### src/rtl/crc_axi_pkg.sv
// Shared types and defaults for the CRC checker stream front-end.
// Arbiter state encoding and source-ID type live here so every block agrees on them.
package crc_axi_pkg;

   localparam int DATA_WIDTH  = 32;
   localparam int NUM_SRC_DEF = 4;
   localparam int SRC_W_DEF   = (NUM_SRC_DEF > 1) ? $clog2(NUM_SRC_DEF) : 1;

   typedef enum logic {
      IDLE = 1'b0,
      LOCK = 1'b1
   } arb_state_t;

   typedef logic [SRC_W_DEF-1:0] src_id_t;

endpackage

### src/rtl/rr_pick.sv
// Round-robin search: first requester at or after last_grant+1, wrapping modulo NUM_SRC.
// Purely combinational; the caller decides which base and request mask to present.
module rr_pick
   import crc_axi_pkg::*;
#(
   parameter int NUM_SRC = 4,
   parameter int SRC_W   = (NUM_SRC > 1) ? $clog2(NUM_SRC) : 1
) (
   input  logic [NUM_SRC-1:0] req,
   input  logic [SRC_W-1:0]   last_grant,
   output logic               found,
   output logic [SRC_W-1:0]   idx
);

   logic [SRC_W-1:0] cand;

   // Walk from the farthest candidate back to the nearest so the nearest one wins.
   always_comb begin
      found = 1'b0;
      idx   = '0;
      cand  = '0;
      for (int k = NUM_SRC; k >= 1; k--) begin
         cand = SRC_W'((int'(last_grant) + k) % NUM_SRC);
         if (req[cand]) begin
            found = 1'b1;
            idx   = cand;
         end
      end
   end

endmodule

### src/rtl/crc_stream_arbiter.sv
// Frame-locked round-robin arbiter feeding one crc_checker_axi from NUM_SRC stream sources.
// The datapath is a pure mux; only the grant, rotation pointer and completion pulse are stored.
module crc_stream_arbiter
   import crc_axi_pkg::*;
#(
   parameter int DATA_WIDTH = crc_axi_pkg::DATA_WIDTH,
   parameter int NUM_SRC    = 4,
   parameter int SRC_W      = (NUM_SRC > 1) ? $clog2(NUM_SRC) : 1
) (
   input  logic                          axis_aclk,
   input  logic                          axis_areset,
   input  logic [NUM_SRC*DATA_WIDTH-1:0] s_axis_tdata,
   input  logic [NUM_SRC-1:0]            s_axis_tvalid,
   input  logic [NUM_SRC-1:0]            s_axis_tlast,
   output logic [NUM_SRC-1:0]            s_axis_tready,
   output logic [DATA_WIDTH-1:0]         m_axis_tdata,
   output logic                          m_axis_tvalid,
   output logic                          m_axis_tlast,
   input  logic                          m_axis_tready,
   output logic [SRC_W-1:0]              m_axis_tid,
   output logic                          busy,
   output logic                          pkt_done,
   output logic [SRC_W-1:0]              pkt_src
);

   arb_state_t       state_q, state_d;
   logic [SRC_W-1:0] grant_q, grant_d;
   logic [SRC_W-1:0] last_grant_q, last_grant_d;
   logic [SRC_W-1:0] pkt_src_q, pkt_src_d;
   logic             pkt_done_q, pkt_done_d;

   logic               lock;
   logic               frame_end;
   logic [NUM_SRC-1:0] pick_req;
   logic [SRC_W-1:0]   pick_base;
   logic               pick_found;
   logic [SRC_W-1:0]   pick_idx;

   assign lock       = (state_q == LOCK);
   assign busy       = lock;
   assign pkt_done   = pkt_done_q;
   assign pkt_src    = pkt_src_q;
   assign m_axis_tid = lock ? grant_q : '0;

   // NOTE: every output gets a default before the branch, so no path infers a latch.
   always_comb begin
      m_axis_tdata  = '0;
      m_axis_tvalid = 1'b0;
      m_axis_tlast  = 1'b0;
      s_axis_tready = '0;
      if (lock) begin
         m_axis_tdata           = s_axis_tdata[grant_q*DATA_WIDTH +: DATA_WIDTH];
         m_axis_tvalid          = s_axis_tvalid[grant_q];
         m_axis_tlast           = s_axis_tlast[grant_q];
         s_axis_tready[grant_q] = m_axis_tready;
      end
   end

   assign frame_end = m_axis_tvalid & m_axis_tready & m_axis_tlast;

   // At frame end the granted source's valid belongs to the beat just taken, not a new request.
   always_comb begin
      pick_req  = s_axis_tvalid;
      pick_base = last_grant_q;
      if (lock) begin
         pick_req[grant_q] = 1'b0;
         pick_base         = grant_q;
      end
   end

   rr_pick #(
      .NUM_SRC (NUM_SRC),
      .SRC_W   (SRC_W)
   ) u_pick (
      .req        (pick_req),
      .last_grant (pick_base),
      .found      (pick_found),
      .idx        (pick_idx)
   );

   always_comb begin
      state_d      = state_q;
      grant_d      = grant_q;
      last_grant_d = last_grant_q;
      pkt_src_d    = pkt_src_q;
      pkt_done_d   = 1'b0;
      case (state_q)
         IDLE: begin
            if (pick_found) begin
               state_d = LOCK;
               grant_d = pick_idx;
            end
         end
         LOCK: begin
            if (frame_end) begin
               pkt_done_d   = 1'b1;
               pkt_src_d    = grant_q;
               last_grant_d = grant_q;
               if (pick_found) grant_d = pick_idx;
               else            state_d = IDLE;
            end
         end
         default: state_d = IDLE;
      endcase
   end

   // NOTE: state registers are updated with <= only, so all flops sample the same pre-edge values.
   always_ff @(posedge axis_aclk) begin
      if (axis_areset) begin
         state_q      <= IDLE;
         grant_q      <= '0;
         last_grant_q <= SRC_W'(NUM_SRC - 1);
         pkt_done_q   <= 1'b0;
         pkt_src_q    <= '0;
      end else begin
         state_q      <= state_d;
         grant_q      <= grant_d;
         last_grant_q <= last_grant_d;
         pkt_done_q   <= pkt_done_d;
         pkt_src_q    <= pkt_src_d;
      end
   end

endmodule

### config.mk
export PLATFORM = sky130hd
export DESIGN_NAME = crc_stream_arbiter
export DESIGN_NICKNAME = d
export VERILOG_FILES = /design/src/rtl/crc_axi_pkg.sv /design/src/rtl/rr_pick.sv /design/src/rtl/crc_stream_arbiter.sv
export SDC_FILE = /design/constraint.sdc
export NUM_CORES = 1
export LEC_CHECK = 0
export ABC_AREA = 0
export ABC_CLOCK_PERIOD_IN_PS = 5100
export CORE_AREA = 2 2 76 78
export DETAILED_ROUTE_END_ITERATION = 8
export DIE_AREA = 0 0 78 80
export HOLD_SLACK_MARGIN = 0.12
export PLACE_DENSITY = 0.87
export SKIP_LAST_GASP = 1
export SLEW_MARGIN = 30
export SYNTH_ARGS = -nofsm -noshare
export SYNTH_HDL_FRONTEND = slang
export SYNTH_SLANG_ARGS = --single-unit
### constraint.sdc
create_clock -name axis_aclk -period 5.1 [get_ports axis_aclk]
set_input_delay 0.51 -clock axis_aclk [delete_from_list [all_inputs] [get_ports axis_aclk]]
set_output_delay 0.51 -clock axis_aclk [all_outputs]
set_load 0.005 [all_outputs]
Word-level counts from Yosys, hierarchy flattened
Index checks and enable logic that the tools add are counted.
{"block": "op_classes", "add_sub_neg": 4, "magnitude_cmp": 6, "n_eq_ne": 1, "shifts": 1, "mux": 36, "bitwise": 6, "n_reduce_logical": 3}
{"cell": "$shiftx A128 B8 Y32", "count": 1}
{"cell": "$mux W32", "count": 1}
{"cell": "$mux W1", "count": 16}
{"cell": "$mux W2", "count": 8}
{"cell": "$lt A2 B3 Y1 const B", "count": 5}
{"cell": "$bmux W1 S2", "count": 6}
{"cell": "$and A4 B4 Y4", "count": 2}
{"cell": "$mux W4", "count": 2}
{"cell": "$add A2 B1 Y2 const B", "count": 2}
{"cell": "$add A2 B2 Y2 const B", "count": 2}
{"cell": "$not A4 Y4", "count": 1}
{"cell": "$pmux W2 S2", "count": 1}
{"cell": "$and A1 B1 Y1", "count": 2}
{"cell": "$demux W1 S2", "count": 1}
{"cell": "$ge A2 B1 Y1 const B", "count": 1}
{"cell": "$ne A2 B1 Y1 const B", "count": 1}
{"cell": "$pmux W1 S2", "count": 1}
{"cell": "$reduce_and A2 Y1", "count": 1}
{"cell": "$reduce_or A2 Y1", "count": 1}
{"cell": "$logic_and A1 B1 Y1", "count": 1}
{"cell": "$not A1 Y1", "count": 1}
{"block": "totals", "register_bits": 8, "inputBits": 139, "output_inout_bits": 44, "word_cells": 62}

Depth between registers and ports, before layout
Gate-level depths: netlist (run 1).
{"block": "depth", "depth_word": 16, "mapped_depth": 7, "depth_no_buf": 5}

Hierarchy
Synthesis (run 1) repeated with hierarchy kept, for this count alone.
{"block": "unflattened", "hier_cells": 156, "hier_area_um2": 1586.5}
{"mod": "crc_stream_arbiter", "instances": 1, "cells_each": 142, "area_each_um2": 1495.2, "seq_area_each_um2": 160.2}
{"mod": "rr_pick", "instances": 1, "cells_each": 14, "area_each_um2": 91.3, "seq_area_each_um2": 0.0}

Least setup slack after synthesis (run 1)
OpenSTA, ideal clock, no wires.
{"block": "synth_timing", "path_type": "flip-flop to output port", "start": "reg grant_q[0]", "end": "out m_axis_tdata[16]", "t_arrival_ps": 1622, "required_ps": 4590, "slack_ps": 2968, "stages_incl_launch_ff": 6, "path_buffers": 3, "path_cell_list": "dfxtp_1 buf_6 buf_2 buf_4 mux4_2 and2_1"}
{"block": "synth_between", "elab_chain_len": 2}
{"item": "start: declaration", "line_no": "crc_stream_arbiter.sv:27", "text": "logic [SRC_W-1:0] grant_q, grant_d;"}
{"item": "start signal: assignment", "line_no": "crc_stream_arbiter.sv:117", "text": "grant_q <= grant_d;"}
{"item": "$shiftx A128 B8 Y32", "line_no": "crc_stream_arbiter.sv:52", "text": "m_axis_tdata = s_axis_tdata[grant_q*DATA_WIDTH +: DATA_WIDTH];"}
{"item": "$mux W32", "line_no": "crc_stream_arbiter.sv:51", "text": "if (lock) begin"}
{"item": "end: declaration", "line_no": "crc_stream_arbiter.sv:16", "text": "output logic [DATA_WIDTH-1:0] m_axis_tdata,"}
Every way passes these cells.

Final worst setup path (run 1)
{"block": "layout_timing", "start": "reg grant_q[0]", "end": "out m_axis_tdata[8]"}
Same word-level chain as after synthesis.

==> results of run 1 <==
[power breakdown]
| group | internal (W) | switching, W |
|---|---|---|
| clock | 0.0000515 | 0.0000296 |
| combinational | 0.000280 | 0.000102 |
| sequential | 0.0000685 | 0.0000410 |
| total | 0.000400 | 0.000173 |
[cell type report]
cell class	instances	area, sq um	area share
Tap cell	72	90.1	0.0255
Timing Repair Buffer	184	1840	0.519
Clock buffer	3	41.3	0.0117
Sequential cell	8	168	0.0474
Inverter	4	15.0	0.00424
Multi-Input combinational cell	129	1390	0.392
[sequential cells by signal, summed over array words and instances (netlist names)]
register / count
grant_q: 2
pkt_src: 2
last_grant_q: 2
pkt_done: 1
busy: 1
[metal layers]
layer / up-vias / global-route usage
met5: - / 0
met4: 0 / 0.0684
met3: 15 / 0.0475
met2: 114 / 0.422
met1: 977 / 0.283
li1: 963 / -
[kinds of logic (layout without fill, tap and decap cells)]
family	Yosys count	after routing
AOI/OAI and AO/OA	25	25
buffers and inverters	23	191
DFF	8	8
muxes	43	43
and+or+nand+nor	61	61
[worst max-delay path: cells and delay by family (launching register included)]
kind	cells	cell delay [ns]
buffers and inverters	2	0.81
and+or+nand+nor	1	0.16
muxes	1	0.53
DFF	1	0.69
[metrics by stage]
stage | instance area (sq um) | setup WS, ns
2_1_floorplan | 1650 | 2.97
3_3_place_gp | 3490 | 2.04
3_5_place_dp | 3490 | 2.04
4_1_cts | 3530 | 1.78
5_1_grt | 3540 | 1.98
6_report | 3540 | 2.14
[worst paths after layout]
kind,startpoint,endpoint,cells after the start
worst max register to register,busy,grant_q[0],6
worst min register to register,pkt_src[1],pkt_src[1],2
worst min-delay path,pkt_src[1],pkt_src[1],2
worst max-delay path,grant_q[0],m_axis_tdata[8],4
[cells in the final DEF, fill, tap and decap left out, types with 4 or more instances in the layout]
master / count
sky130_fd_sc_hd__nor2_1: 10
sky130_fd_sc_hd__and2_1: 35
sky130_fd_sc_hd__nor3_1: 4
sky130_fd_sc_hd__mux2i_1: 6
sky130_fd_sc_hd__mux4_2: 34
sky130_fd_sc_hd__clkdlybuf4s50_1: 182
sky130_fd_sc_hd__dfxtp_1: 6
sky130_fd_sc_hd__a21oi_1: 7
sky130_fd_sc_hd__inv_1: 4
==> impl_table.tex, run 1 <==
\begin{tabular}{lr}
\hline
Metric & Value \\
\hline
\multicolumn{2}{l}{\textbf{Run status}} \\
\quad Status & complete, no violations \\
\multicolumn{2}{l}{\textbf{Clock tree}} \\
\quad Skew-Pair Late Insertion Delay & around 0.24 ns \\
\quad H-tree depth & 1 \\
\quad Clock buffer count from CTS & 3 \\
\quad Post-CTS sizing & 0 \\
\quad Number of buffers inserted by post-CTS setup repair & 0 \\
\quad Total clock sinks & 8 \\
\quad Number of buffers added to fix hold violations after cts & 0 \\
\quad Maximum root-to-sink buffer count & 2 \\
\quad Clock slew at the register clock pins of the worst setup and hold paths & roughly 0.050 ns \\
\quad CTS tree & yes \\
\quad Root buffer cell & sky130\_fd\_sc\_hd\_\_clkbuf\_8 \\
\multicolumn{2}{l}{\textbf{Floorplanning}} \\
\quad Height of the die & $\sim$80 microns \\
\quad Count of pins on the block boundary & about 180 \\
\quad Std-Cell Rows & 27 \\
\quad Width of the chip & 78 microns \\
\quad Std-Cell Core Area & 5410 sq um \\
\quad Starting density of the core & 0.305 \\
\quad DIE AREA & between 6000 and 7000 sq um \\
\multicolumn{2}{l}{\textbf{GRT}} \\
\quad Number of global-route vias before repair & 2109 \\
\quad Overall fraction of global-route tracks in use & 0.234 \\
\quad Pin count of the biggest net entering global routing & 45 \\
\quad Wire length of the first global-routing pass & approximately 11000 microns \\
\quad Total gr overflow & 0 \\
\quad Antenna violations before repair & 0 \\
\multicolumn{2}{l}{\textbf{Synthesis}} \\
\quad Post-synth top area cell & sky130\_fd\_sc\_hd\_\_mux4\_2 \\
\quad Count of unique library cells instantiated by Yosys & 37 \\
\quad Sequential area share after synthesis & 0.0970 \\
\quad Xor and xnor fraction of the mapped netlist area & 0 \\
\quad Proportion of netlist area held by the largest area contributor & 0.464 \\
\quad Top FF cell, synth & sky130\_fd\_sc\_hd\_\_dfxtp\_1 \\
\quad Proportion of synthesized flip-flops having asynchronous set or reset & 0 \\
\quad Simple-gate share of the synthesized area & 0.211 \\
\quad Most frequent cells after synthesis & sky130\_fd\_sc\_hd\_\_and2\_1 (35), sky130\_fd\_sc\_hd\_\_mux4\_2 (34), sky130\_fd\_sc\_hd\_\_nor2\_1 (10) \\
\quad Seq cells post-synth & 8 \\
\quad Warnings, synthesis & 0 \\
\quad Share of the synthesized area in compound gates (AO/OA/AOI/OAI) & 0.108 \\
\quad Net count after synthesis & 299 \\
\quad Adder and majority gate portion of the synthesized area & 0 \\
\quad Combinational family with the most area after synthesis & multiplexers \\
\quad Mux contribution to synthesized area & 0.521 \\
\quad Average cell area after synthesis & $\sim$10 sq um \\
\quad Gate Count Post-Synth & 160 \\
\quad EDFF count, synth & 0 \\
\quad Syn Std Cell Area & around 1700 sq um \\
\quad Dominant cells by area after synthesis & sky130\_fd\_sc\_hd\_\_mux4\_2 (46\%), sky130\_fd\_sc\_hd\_\_and2\_1 (13\%), sky130\_fd\_sc\_hd\_\_dfxtp\_1 (9.7\%), sky130\_fd\_sc\_hd\_\_mux2i\_1 (3.6\%), sky130\_fd\_sc\_hd\_\_nor2\_1 (2.3\%) \\
\quad Count leader, synth & sky130\_fd\_sc\_hd\_\_and2\_1 \\
\multicolumn{2}{l}{\textbf{Drt}} \\
\quad Overall routed net length & about 7400 microns \\
\quad Violation count after the first detailed-routing iteration & 74 \\
\quad Total vias in the final route & 2069 \\
\quad Detail Route met2 WL & 3890 microns \\
\quad Post-detailed-route wirelength per cell & between 15 and 20 microns \\
\quad Number of vias per cell after detailed routing & 5.17 \\
\quad Wire length on met3 & 574 microns \\
\quad Number of detailed-routing iterations run before antenna repair & 5 \\
\quad Antenna-violating nets left & 0 \\
\quad Uppermost layer routed & met4 \\
\quad Met1 Routed Length & 2790 microns \\
\quad DRC errors left & 0 \\
\multicolumn{2}{l}{\textbf{STA}} \\
\quad Final period demand of the worst path & between 2 and 3 ns \\
\quad Clock skew after layout & 0.00614 ns \\
\quad Worst hold slack across all endpoints & 0.502 ns \\
\quad Final sum of negative setup slack & 0 ns \\
\quad Final setup violation count & 0 \\
\quad Pins Over Slew Limit & 0 \\
\quad Highest attainable clock frequency & approximately 340 MHz \\
\quad Final period util & 0.580 \\
\quad Hold Vio Cnt, Final & 0 \\
\quad Transition time of the tightest slew-check pin & about 0.68 ns \\
\quad Setup repair after global routing missed its margin & false \\
\quad Headroom to the max-slew limit & 0.544 \\
\multicolumn{2}{l}{\textbf{Critical path}} \\
\quad Critical path startpoint category & register \\
\quad Cell Chain, Critical Path & buf\_4 -> mux4\_2 -> and2\_1 -> clkdlybuf4s50\_1 \\
\quad Peak per-stage delay on the critical path & just under 0.7 ns \\
\quad Worst-path cell with the longest stage delay & sky130\_fd\_sc\_hd\_\_dfxtp\_4 \\
\quad CP Data Required Time & 4.59 ns \\
\quad Kind of end point of the critical path & output port \\
\quad Slack of the worst reg-to-reg path & between 2 and 3 ns \\
\quad Critical Path AT & between 2 and 2.5 ns \\
\quad Worst setup path category & reg -> out \\
\quad Critical Path Fanout Max & 33 \\
\multicolumn{2}{l}{\textbf{Cells and area}} \\
\quad Final std cells w/o fill & 400 \\
\quad Area grow syn2layout & 114\% \\
\quad Antenna diodes & 0 \\
\quad Final net count & between 400 and 500 \\
\quad Share of post-route cells with drive strength above 1 & 0.149 \\
\quad Fillcell total & between 400 and 500 \\
\quad Share of the core filled with cells & 0.654 \\
\multicolumn{2}{l}{\textbf{Power}} \\
\quad Ratio of total power to cell area & between 150 and 200 nW/um\^{}2 \\
\quad LEAKAGE & about 1.2 nW \\
\quad PnR Total Power & 0.000572 W \\
\quad Worst IR Drop VDD & 0.158 mV \\
\multicolumn{2}{l}{\textbf{Worst hold path}} \\
\quad Worst min-delay path category & reg -> reg \\
\multicolumn{2}{l}{\textbf{Placement}} \\
\quad HPWL reported at the end of detailed placement & between 6000 and 7000 microns \\
\quad Routability congestion estimate from global placement & about 0.94 \\
\quad Placed Cells & between 300 and 400 \\
\quad Total of buffers placed on input and output ports & around 180 \\
\multicolumn{2}{l}{\textbf{Job}} \\
\quad \# Max-Cap Violations & 0 \\
\hline
\end{tabular}
Note: power is estimated with default switching activity, not from simulation.
==> run 2: changes to the inputs <==
Settings changed: ABC_CLOCK_PERIOD_IN_PS 5100 to 2500, CORE_AREA 2 2 76 78 to 2 2 83 85, DIE_AREA 0 0 78 80 to 0 0 85 87, PLACE_DENSITY 0.87 to 0.77.
Clock period 5.1 ns to 2.5 ns, I/O delays scaled along.
==> impl_table.tex, run 2 (synthesis gave the netlist of run 1 again) <==
\begin{tabular}{lr}
\hline
Metric & Value \\
\hline
\multicolumn{2}{l}{\textbf{Run status}} \\
\quad Status & complete, no violations (unchanged) \\
\multicolumn{2}{l}{\textbf{STA}} \\
\quad Headroom to the max-slew limit & 0.534 (was 0.544) \\
\quad Final sum of negative setup slack & 0 ns (unchanged) \\
\quad Final period demand of the worst path & 2.35 ns \\
\quad Clock skew after layout & 0.000847 ns (was 0.00614 ns) \\
\quad Transition time of the tightest slew-check pin & 0.698 ns (was 0.683 ns) \\
\quad Pins Over Slew Limit & 0 (unchanged) \\
\quad Final period util & 0.940 \\
\quad Hold Vio Cnt, Final & 0 (unchanged) \\
\quad Highest attainable clock frequency & about 430 MHz \\
\quad Setup repair after global routing missed its margin & false (unchanged) \\
\quad Final setup violation count & 0 (unchanged) \\
\multicolumn{2}{l}{\textbf{Floorplanning}} \\
\quad DIE AREA & 7400 sq um (was 6240 sq um) \\
\quad Starting density of the core & 0.251 (was 0.305) \\
\quad Count of pins on the block boundary & 183 (unchanged) \\
\quad Height of the die & 87 microns (was 80 microns) \\
\quad Std-Cell Core Area & 6570 sq um (was 5410 sq um) \\
\quad Std-Cell Rows & 30 (was 27) \\
\quad Width of the chip & 85 microns (was 78 microns) \\
\multicolumn{2}{l}{\textbf{Clock tree}} \\
\quad Total clock sinks & 8 (unchanged) \\
\quad Number of buffers added to fix hold violations after cts & 0 (unchanged) \\
\quad Skew-Pair Late Insertion Delay & 0.22 ns (was 0.24 ns) \\
\quad Number of buffers inserted by post-CTS setup repair & 0 (unchanged) \\
\quad H-tree depth & 1 (unchanged) \\
\quad Maximum root-to-sink buffer count & 2 (unchanged) \\
\quad CTS tree & yes (unchanged) \\
\quad Post-CTS sizing & 0 (unchanged) \\
\quad Clock buffer count from CTS & 3 (unchanged) \\
\quad Clock slew at the register clock pins of the worst setup and hold paths & 0.04 ns (was 0.05 ns) \\
\quad Root buffer cell & sky130\_fd\_sc\_hd\_\_clkbuf\_8 (unchanged) \\
\multicolumn{2}{l}{\textbf{Cells and area}} \\
\quad Leading cell type in the layout, fill and taps excluded & sky130\_fd\_sc\_hd\_\_clkdlybuf4s50\_1 (unchanged) \\
\quad Commonest cells after routing, fill and taps aside & sky130\_fd\_sc\_hd\_\_clkdlybuf4s50\_1 (182), sky130\_fd\_sc\_hd\_\_and2\_1 (35), sky130\_fd\_sc\_hd\_\_mux4\_2 (34) (unchanged) \\
\quad Share of post-route cells with drive strength above 1 & 0.165 (was 0.149) \\
\quad Area grow syn2layout & 118\% (was 114\%) \\
\quad Fillcell total & 576 (was 428) \\
\quad Multi-input gate area & 1390 sq um (unchanged) \\
\quad FF+latch area & 163 sq um (was 168 sq um) \\
\quad Final net count & 475 (was 469) \\
\quad Final std cells w/o fill & 414 (was 400) \\
\quad Finished layout cell area & 3600 sq um (was 3540 sq um) \\
\quad Antenna diodes & 0 (unchanged) \\
\multicolumn{2}{l}{\textbf{Drt}} \\
\quad DRC errors left & 0 (unchanged) \\
\quad Violation count after the first detailed-routing iteration & 87 (was 74) \\
\quad Number of vias per cell after detailed routing & 5.07 (was 5.17) \\
\quad Post-detailed-route wirelength per cell & 17.9 microns (was 18.6 microns) \\
\quad Number of detailed-routing iterations run before antenna repair & 4 (was 5) \\
\quad Overall routed net length & 7420 microns (was 7440 microns) \\
\quad Antenna-violating nets left & 0 (unchanged) \\
\quad Total vias in the final route & 2098 (was 2069) \\
\multicolumn{2}{l}{\textbf{GRT}} \\
\quad Total gr overflow & 0 (unchanged) \\
\quad Global Route met3 Usage & 0.0284 (was 0.0475) \\
\quad Pin count of the biggest net entering global routing & 31 (was 45) \\
\quad Antenna violations before repair & 0 (unchanged) \\
\quad Routing usage on met1 & 0.213 (was 0.283) \\
\quad Layer with the highest usage after global routing & met2 (unchanged) \\
\quad Wire length of the first global-routing pass & 11100 microns (was 11400 microns) \\
\quad Global Route met2 Usage & 0.369 (was 0.422) \\
\quad Overall fraction of global-route tracks in use & 0.187 (was 0.234) \\
\quad Number of global-route vias before repair & 2109 (unchanged) \\
\multicolumn{2}{l}{\textbf{Placement}} \\
\quad Routability congestion estimate from global placement & 0.945 (was 0.942) \\
\quad Total of buffers placed on input and output ports & 182 (unchanged) \\
\quad HPWL reported at the end of detailed placement & 6210 microns (was 6120 microns) \\
\quad Placed Cells & 411 (was 397) \\
\quad Standard cell area after detailed placement & 3560 sq um (was 3490 sq um) \\
\multicolumn{2}{l}{\textbf{Power}} \\
\quad Worst IR Drop VDD & 0.316 mV (was 0.158 mV) \\
\quad Ratio of total power to cell area & 328 nW/um\^{}2 (was 162 nW/um\^{}2) \\
\quad LEAKAGE & 1.26 nW (was 1.23 nW) \\
\quad PnR Total Power & 0.00118 W (was 0.000572 W) \\
\multicolumn{2}{l}{\textbf{Critical path}} \\
\quad Worst setup path category & reg -> out (unchanged) \\
\quad CP Data Required Time & 2.25 ns (was 4.59 ns) \\
\quad Critical Path Fanout Max & 19 (was 33) \\
\quad Kind of end point of the critical path & output port (unchanged) \\
\quad Critical Path AT & 2.10 ns (was 2.45 ns) \\
\quad Critical path startpoint category & register (unchanged) \\
\multicolumn{2}{l}{\textbf{Worst hold path}} \\
\quad Worst min-delay path category & reg -> reg (unchanged) \\
\multicolumn{2}{l}{\textbf{Job}} \\
\quad \# Max-Cap Violations & 0 (unchanged) \\
\hline
\end{tabular}
-- run 2: cell count changes in the layout (fill, tap and decap cells not counted) --
cell                      change
sky130_fd_sc_hd__buf_12       +1
sky130_fd_sc_hd__dfxtp_4      -2
sky130_fd_sc_hd__buf_4        +5
sky130_fd_sc_hd__dfxtp_2      +2
-- run 2: where the power goes --
group	leakage, nW	internal [W]	switching (W)
Clock	0.0216	0.000104	0.0000474
Combinational	1.18	0.000589	0.000284
Sequential	0.0662	0.000139	0.0000185
-- run 2: path summary, 6_finish.rpt --
kind                            startpoint               end  slack [ns]  cells past startpoint
worst max-delay path                  busy  s_axis_tready[3]        0.15                      4
worst min-delay path            pkt_src[0]        pkt_src[0]        0.50                      2
worst max register to register        busy        grant_q[0]        0.48                      5
worst min register to register  pkt_src[0]        pkt_src[0]        0.50                      2
-- run 2: layout make-up --
class	count	share of cell area
clock buffers	3	0.0115
inverters	4	0.00417
multi-input cells	129	0.385
flip-flops and latches	8	0.0452
well taps	80	0.0278
repair buffers	190	0.526
-- run 2: metal layers --
layer / wire [microns] / up-vias
met4: 130 / 0
met5: 0 / -
met3: 513 / 10
met1: 2710 / 1006
li1: - / 979
met2: 4060 / 103
-- run 2: worst max-delay path, cell delays in order (launching register included) --
cell,delay [ns]
sky130_fd_sc_hd__dfxtp_1,0.76
sky130_fd_sc_hd__inv_1,0.22
sky130_fd_sc_hd__nor2_1,0.20
sky130_fd_sc_hd__and3_1,0.18
sky130_fd_sc_hd__clkdlybuf4s50_1,0.51
-- run 2: metrics by stage --
step / hold slack [ns] / worst slack, ns / utilization
after floorplan: 0.487 / 0.628 / -
after global placement: 0.485 / 0.328 / 0.542
after detailed placement: 0.488 / 0.297 / 0.542
after CTS: 0.503 / 0.124 / 0.548
after global routing: 0.561 / 0.0395 / 0.548
final: 0.503 / 0.151 / 0.548
